**config.mk**
```make
export PLATFORM = sky130hd
export DESIGN_NAME = adc_scan_sched
export DESIGN_NICKNAME = d
export VERILOG_FILES = /design/src/rtl/adc_scan_sched.sv
export SDC_FILE = /design/constraint.sdc
export NUM_CORES = 1
export LEC_CHECK = 0
export CORE_ASPECT_RATIO = 1.2
export CORE_MARGIN = 1.5
export CORE_UTILIZATION = 45
export DETAILED_ROUTE_END_ITERATION = 12
export PLACE_DENSITY = 0.67
export SETUP_SLACK_MARGIN = 0.4
export SYNTH_ARGS = -nofsm -noshare
export SYNTH_HDL_FRONTEND = slang
export SYNTH_SLANG_ARGS = --single-unit
```
**constraint.sdc**
```tcl
create_clock -name clk -period 6.2 [get_ports clk]
set_clock_uncertainty 0.1 [all_clocks]
set_input_delay 0.93 -clock clk [delete_from_list [all_inputs] [get_ports clk]]
set_output_delay 0.93 -clock clk [all_outputs]
set_load 0.01 [all_outputs]
```
**src/rtl/adc_scan_sched.sv**
```systemverilog
// adc_scan_sched: walks the enabled ADC0809 inputs once per scan round,
// serialises one conversion per channel onto the single converter and keeps
// the latest result of every channel in a small readable bank.
module adc_scan_sched #(
  parameter int SCAN_DIV  = 128000,
  parameter int SETUP_CYC = 4,
  parameter int TIMEOUT   = 4096
) (
  input  logic       clk,
  input  logic       rst,
  input  logic       scan_en,
  input  logic       single_req,
  input  logic [7:0] ch_mask,
  output logic [2:0] conv_ch,
  output logic       conv_req,
  input  logic       conv_done,
  input  logic [7:0] conv_data,
  output logic       res_wr,
  output logic [2:0] res_ch,
  output logic [7:0] res_data,
  output logic [7:0] res_valid,
  input  logic [2:0] rd_ch,
  output logic [7:0] rd_data,
  output logic       busy,
  output logic       timeout_err,
  output logic       overrun_err,
  input  logic       err_clr
);

  localparam int TICK_W  = $clog2(SCAN_DIV + 1);
  localparam int SETUP_W = $clog2(SETUP_CYC + 1);
  localparam int TO_W    = $clog2(TIMEOUT + 1);

  localparam logic [TICK_W-1:0]  TICK_LAST  = TICK_W'(SCAN_DIV - 1);
  localparam logic [SETUP_W-1:0] SETUP_LAST = SETUP_W'(SETUP_CYC - 1);
  localparam logic [TO_W-1:0]    TO_LAST    = TO_W'(TIMEOUT - 1);

  typedef enum logic [2:0] {
    S_IDLE,
    S_SETUP,
    S_REQ,
    S_WAIT,
    S_STORE,
    S_NEXT
  } state_t;

  state_t              state_q, state_d;
  logic [TICK_W-1:0]   tick_cnt_q, tick_cnt_d;
  logic [SETUP_W-1:0]  setup_cnt_q, setup_cnt_d;
  logic [TO_W-1:0]     to_cnt_q, to_cnt_d;
  logic [7:0]          mask_q, mask_d;
  logic [7:0]          data_q, data_d;
  logic [7:0]          bank_q [8];
  logic [7:0]          bank_d [8];
  logic [2:0]          conv_ch_q, conv_ch_d;
  logic                conv_req_q, conv_req_d;
  logic                res_wr_q, res_wr_d;
  logic [2:0]          res_ch_q, res_ch_d;
  logic [7:0]          res_data_q, res_data_d;
  logic [7:0]          res_valid_q, res_valid_d;
  logic [7:0]          rd_data_q, rd_data_d;
  logic                busy_q, busy_d;
  logic                timeout_err_q, timeout_err_d;
  logic                overrun_err_q, overrun_err_d;
  logic                tick;
  logic                timeout_set;
  logic                overrun_set;
  logic [7:0]          remaining;

  // Lowest enabled channel of a mask; scanning always proceeds upwards.
  function automatic logic [2:0] lowest_bit(input logic [7:0] m);
    logic [2:0] idx;
    idx = 3'd0;
    for (int i = 7; i >= 0; i--) begin
      if (m[i]) idx = 3'(i);
    end
    return idx;
  endfunction

  // Scan-round divider: runs only while scanning is enabled and emits a tick on wrap.
  always_comb begin
    tick       = 1'b0;
    tick_cnt_d = tick_cnt_q;
    if (!scan_en) begin
      tick_cnt_d = '0;
    end else if (tick_cnt_q == TICK_LAST) begin
      tick_cnt_d = '0;
      tick       = 1'b1;
    end else begin
      tick_cnt_d = tick_cnt_q + TICK_W'(1);
    end
  end

  // Scan sequencer: next state, channel walk, result bank, read port and error flags.
  always_comb begin
    state_d     = state_q;
    setup_cnt_d = setup_cnt_q;
    to_cnt_d    = to_cnt_q;
    mask_d      = mask_q;
    data_d      = data_q;
    bank_d      = bank_q;
    conv_ch_d   = conv_ch_q;
    conv_req_d  = 1'b0;
    res_wr_d    = 1'b0;
    res_ch_d    = res_ch_q;
    res_data_d  = res_data_q;
    res_valid_d = res_valid_q;
    rd_data_d   = bank_q[rd_ch];
    timeout_set = 1'b0;
    overrun_set = tick && (state_q != S_IDLE);
    remaining   = mask_q & ~(8'd1 << conv_ch_q);

    case (state_q)
      S_IDLE: begin
        if ((tick || single_req) && (ch_mask != 8'd0)) begin
          mask_d      = ch_mask;
          conv_ch_d   = lowest_bit(ch_mask);
          setup_cnt_d = '0;
          state_d     = S_SETUP;
        end
      end
      S_SETUP: begin
        if (setup_cnt_q == SETUP_LAST) begin
          conv_req_d = 1'b1;
          state_d    = S_REQ;
        end else begin
          setup_cnt_d = setup_cnt_q + SETUP_W'(1);
        end
      end
      S_REQ: begin
        to_cnt_d = '0;
        state_d  = S_WAIT;
      end
      S_WAIT: begin
        if (conv_done) begin
          data_d  = conv_data;
          state_d = S_STORE;
        end else if (to_cnt_q == TO_LAST) begin
          timeout_set = 1'b1;
          state_d     = S_NEXT;
        end else begin
          to_cnt_d = to_cnt_q + TO_W'(1);
        end
      end
      S_STORE: begin
        bank_d[conv_ch_q]      = data_q;
        res_valid_d[conv_ch_q] = 1'b1;
        res_wr_d               = 1'b1;
        res_ch_d               = conv_ch_q;
        res_data_d             = data_q;
        state_d                = S_NEXT;
      end
      S_NEXT: begin
        mask_d = remaining;
        if (remaining != 8'd0) begin
          conv_ch_d   = lowest_bit(remaining);
          setup_cnt_d = '0;
          state_d     = S_SETUP;
        end else begin
          state_d = S_IDLE;
        end
      end
      default: state_d = S_IDLE;
    endcase

    busy_d        = (state_d != S_IDLE);
    timeout_err_d = err_clr ? 1'b0 : (timeout_err_q | timeout_set);
    overrun_err_d = err_clr ? 1'b0 : (overrun_err_q | overrun_set);
  end

  // State and output registers; reset abandons any conversion in flight.
  always_ff @(posedge clk or posedge rst) begin
    if (rst) begin
      state_q       <= S_IDLE;
      tick_cnt_q    <= '0;
      setup_cnt_q   <= '0;
      to_cnt_q      <= '0;
      mask_q        <= '0;
      data_q        <= '0;
      for (int i = 0; i < 8; i++) bank_q[i] <= '0;
      conv_ch_q     <= '0;
      conv_req_q    <= 1'b0;
      res_wr_q      <= 1'b0;
      res_ch_q      <= '0;
      res_data_q    <= '0;
      res_valid_q   <= '0;
      rd_data_q     <= '0;
      busy_q        <= 1'b0;
      timeout_err_q <= 1'b0;
      overrun_err_q <= 1'b0;
    end else begin
      state_q       <= state_d;
      tick_cnt_q    <= tick_cnt_d;
      setup_cnt_q   <= setup_cnt_d;
      to_cnt_q      <= to_cnt_d;
      mask_q        <= mask_d;
      data_q        <= data_d;
      bank_q        <= bank_d;
      conv_ch_q     <= conv_ch_d;
      conv_req_q    <= conv_req_d;
      res_wr_q      <= res_wr_d;
      res_ch_q      <= res_ch_d;
      res_data_q    <= res_data_d;
      res_valid_q   <= res_valid_d;
      rd_data_q     <= rd_data_d;
      busy_q        <= busy_d;
      timeout_err_q <= timeout_err_d;
      overrun_err_q <= overrun_err_d;
    end
  end

  assign conv_ch     = conv_ch_q;
  assign conv_req    = conv_req_q;
  assign res_wr      = res_wr_q;
  assign res_ch      = res_ch_q;
  assign res_data    = res_data_q;
  assign res_valid   = res_valid_q;
  assign rd_data     = rd_data_q;
  assign busy        = busy_q;
  assign timeout_err = timeout_err_q;
  assign overrun_err = overrun_err_q;

endmodule

```
==> results by stage <==
Detailed routing:
- In the final routed layout, each cell accounts on average for 17.4 um.
- The remaining design rule violation count is 0.
- For this block, the initial DRC count from the detailed router was roughly 240.
- The routed design has 14800 um of wire.
- Using the TritonRoute via totals, the vias-per-cell ratio works out to 5.56.
- The first detailed-routing pass took 4 iterations.
- The routed layout has 4718 vias.
- The number of nets still failing antenna checks after routing is 0.

Power:
- Dividing total power by cell area gives a power density of between 400 and 500 nW/um^2.
- VDD sags by at most 221 uV.
- For this design the static power due to leakage is roughly 0.0038 uW.
- Overall power consumption after layout is estimated at between 3000 and 4000 uW.

Run:
- Across the run, the number of max-cap violations was 0.

Global routing:
- The first global-routing pass estimated 24700 um of wire.
- The number of antenna violations at the first check in global routing is 0.
- For this run, the total global-route usage over all layers was measured as ~20%.
- The final global-route overflow total is 0.
- Entering global routing, the biggest net connects 100 pins.
- The number of global-route vias before repair is 4960.

Place:
- The HPWL after detailed placement is a little under 10000 um.
- During placement, the flow inserted port buffers numbering 59.
- The routability congestion estimate from global placement is between 0.8 and 0.9.

Clock tree:
- The clock tree root driver cell is clkbuf_16.
- After clock tree synthesis, the clock-pin slew on the worst setup and hold paths is 60 ps.
- TritonCTS built the clock tree.
- The clock net in this run drives a total of approximately 150 sinks.
- The H-tree was split into 4 levels.
- The clock tree buffer depth is 2.
- Gates resized during post-CTS repair numbered 0.
- In this run, post-CTS hold repair placed 0 buffers.
- TritonCTS created 17 clock buffers.
- In this run the post-CTS setup repair buffer count came out at 0.
- At the later pin of the worst-skew pair, clock insertion delay measures roughly 420 ps.

Timing:
- Setup repair after global routing left no endpoint under its margin.
- The final worst-path cycle share is between 40% and 50%.
- The total count of hold-check failures in the final report is 0.
- For the pin with the worst max-slew slack, the measured transition is about 1000 ps.
- Timing would allow up to 0.327 GHz.
- The count of pins over their slew limit was 0.
- The clock period could shrink to about 3100 ps.
- Measured against its own limit, the worst slew margin works out to just over 30%.
- The setup total negative slack is 0 ps.
- The setup violation total in the final timing report is 0.

Status:
- The flow ran to the end, and the final reports show no timing, DRC or antenna violations.

Critical path:
- The worst setup path is launched from a register.
- Along the worst path, the maximum fanout reaches 19.
- The signal on the critical path passes through or3_1 -> inv_2 -> nand4b_1 -> mux2_2.
- The delay of the slowest cell on the worst path is ~700 ps.
- The required time of the critical path is approximately 6400 ps.
- The number of buffers and inverters on the critical path is 1.
- The slowest stage of the critical path is the or3_1 cell.
- Data on the critical path arrives at its endpoint at 3260 ps.
- The top cell family by delay on the critical path is simple AND/OR/NAND/NOR gates.
- The critical path is of the reg2reg type.
- The endpoint class of the critical path is a register.

Synth:
- Synthesis handed over a netlist of approximately 580 instances.
- The mapped netlist covers 6890 sq um.
- The number of synthesized register bits is about 150.
- The most used flip-flop cell after synthesis is dfrtp_1.
- For this run, the number of Yosys warnings is 0.
- When the netlist entered floorplanning its net count stood at 612.
- The average size of a mapped cell is 11.8 sq um.
- For this run, the register share of the synthesized area comes to roughly 55%.
- The async set-reset flop share out of synthesis is 100%.
- The synthesized netlist contains between 50 and 60 unique library cells.
- The number of flops mapped to enable cells by yosys is 0.

Finish:
- The number of antenna cells inserted is 0.
- The final-stage net count is approximately 660.
- The final-layout fill cell count is 1281.
- For this run, the share of the core covered by cells in the final layout is between 50% and 60%.
- Cells with a size suffix above 1 make up between 20% and 30% of the layout.
- Compared with the post-synthesis result, the final layout area differs by 20.2%.

Die:
- The count of boundary I/O pins is 60.
- For this configuration, the core starts out at a cell density of between 40% and 50%.
- The die width is around 120 um.
- The die area is ~16000 sq um.
- The placement row count is between 40 and 50.
- The floorplan die height is 139 um.
- The placeable core region is roughly 15000 sq um.

Hold path:
- The worst hold path class is reg2reg.
power breakdown:
group	internal [uW]	leakage (uW)	switching (uW)	total [uW]
logic	491	0.00144	383	874
clock network	741	0.000308	383	1120
registers	1260	0.00203	282	1540
metrics by stage:
step | hold WS (ps) | instances | instance area (sq um) | setup slack (ps)
final | 359 | 849 | 8280 | 3140
after global routing | 383 | 849 | 8280 | 2980
after CTS | 358 | 849 | 8280 | 3140
after detailed placement | 350 | 819 | 7630 | 2810
after global placement | 339 | 819 | 7630 | 2850
after floorplan | 324 | 583 | 6890 | 1110
Yosys cell counts (all sizes together) (11+ instances only):
library cell  count  area share, %
dfrtp           151             55
mux2             83             14
nand2            62            3.4
nor2             35            1.9
o21ai            25            1.8
clkbuf           22            1.3
nand3            21            1.5
inv              20            1.1
a21oi            17            1.2
mux4             16            5.2
nor2b            11            1.0
or3              11            1.0
per-layer routing:
layer	wire length, um	GRT usage [%]
met1	6350	25.1
met2	7580	33.1
met3	465	4.15
met4	391	8.73
met5	0	0
worst paths after layout:
path                          startpoint  cells past startpoint       endpoint  slack (ps)
setup / recovery              state_q[0]                      4     bank_q[15]        3140
hold / removal             tick_cnt_q[0]                      1  tick_cnt_q[0]         360
setup reg to reg              state_q[0]                      4     bank_q[15]        3140
hold reg to reg            tick_cnt_q[0]                      1  tick_cnt_q[0]         360
max in group asynchronous            rst                      3   res_valid[4]        3820
min in group asynchronous            rst                      2     rd_data[7]         950
cells in the final DEF (no fill, tap or decap), types with 17 or more instances in the layout:
cell	Yosys	routed
dfrtp_1	151	151
mux2_2	83	83
nand2_1	62	62
clkdlybuf4s50_1	0	59
nor2_1	35	35
o21ai_0	24	24
nand3_1	21	21
inv_1	19	18
a21oi_1	17	17
clkbuf_16	0	17
cell type report:
type                    instances  area (sq um)  area share [%]
clock buffers                  22           474            5.73
clock inverters                 8           170            2.06
inverters                      20          80.1           0.967
multi-input cells             382          2910            35.1
flip-flops and latches        151          3780            45.6
well taps                     204           255            3.08
repair buffers                 62           613            7.41
flip-flops by register name, summed over array words and instances, names as in the netlist:
name,cells
tick_cnt_q,17
overrun_err,1
res_wr,1
busy,1
rd_data,8
state_q,3
conv_req,1
res_valid,8
timeout_err,1
data_q,8
res_ch,3
bank_q,64
res_data,8
conv_ch,3
setup_cnt_q,3
to_cnt_q,13
mask_q,8
worst register-to-register path: stages (launching register included):
cell	delay (ps)
dfrtp_1	560
or3_1	710
inv_2	430
nand4b_1	640
mux2_2	510
cell families after synthesis:
| kind of cell | after synthesis | synth area share [%] |
|---|---|---|
| compound gates | 78 | 7.30 |
| xor+xnor | 13 | 1.65 |
| fa+ha+maj | 4 | 0.727 |
| buf+inv | 50 | 2.94 |
| flops | 151 | 54.8 |
| mux | 100 | 18.9 |
| simple gates | 187 | 13.6 |
Note: power is estimated with default switching activity, not from simulation.
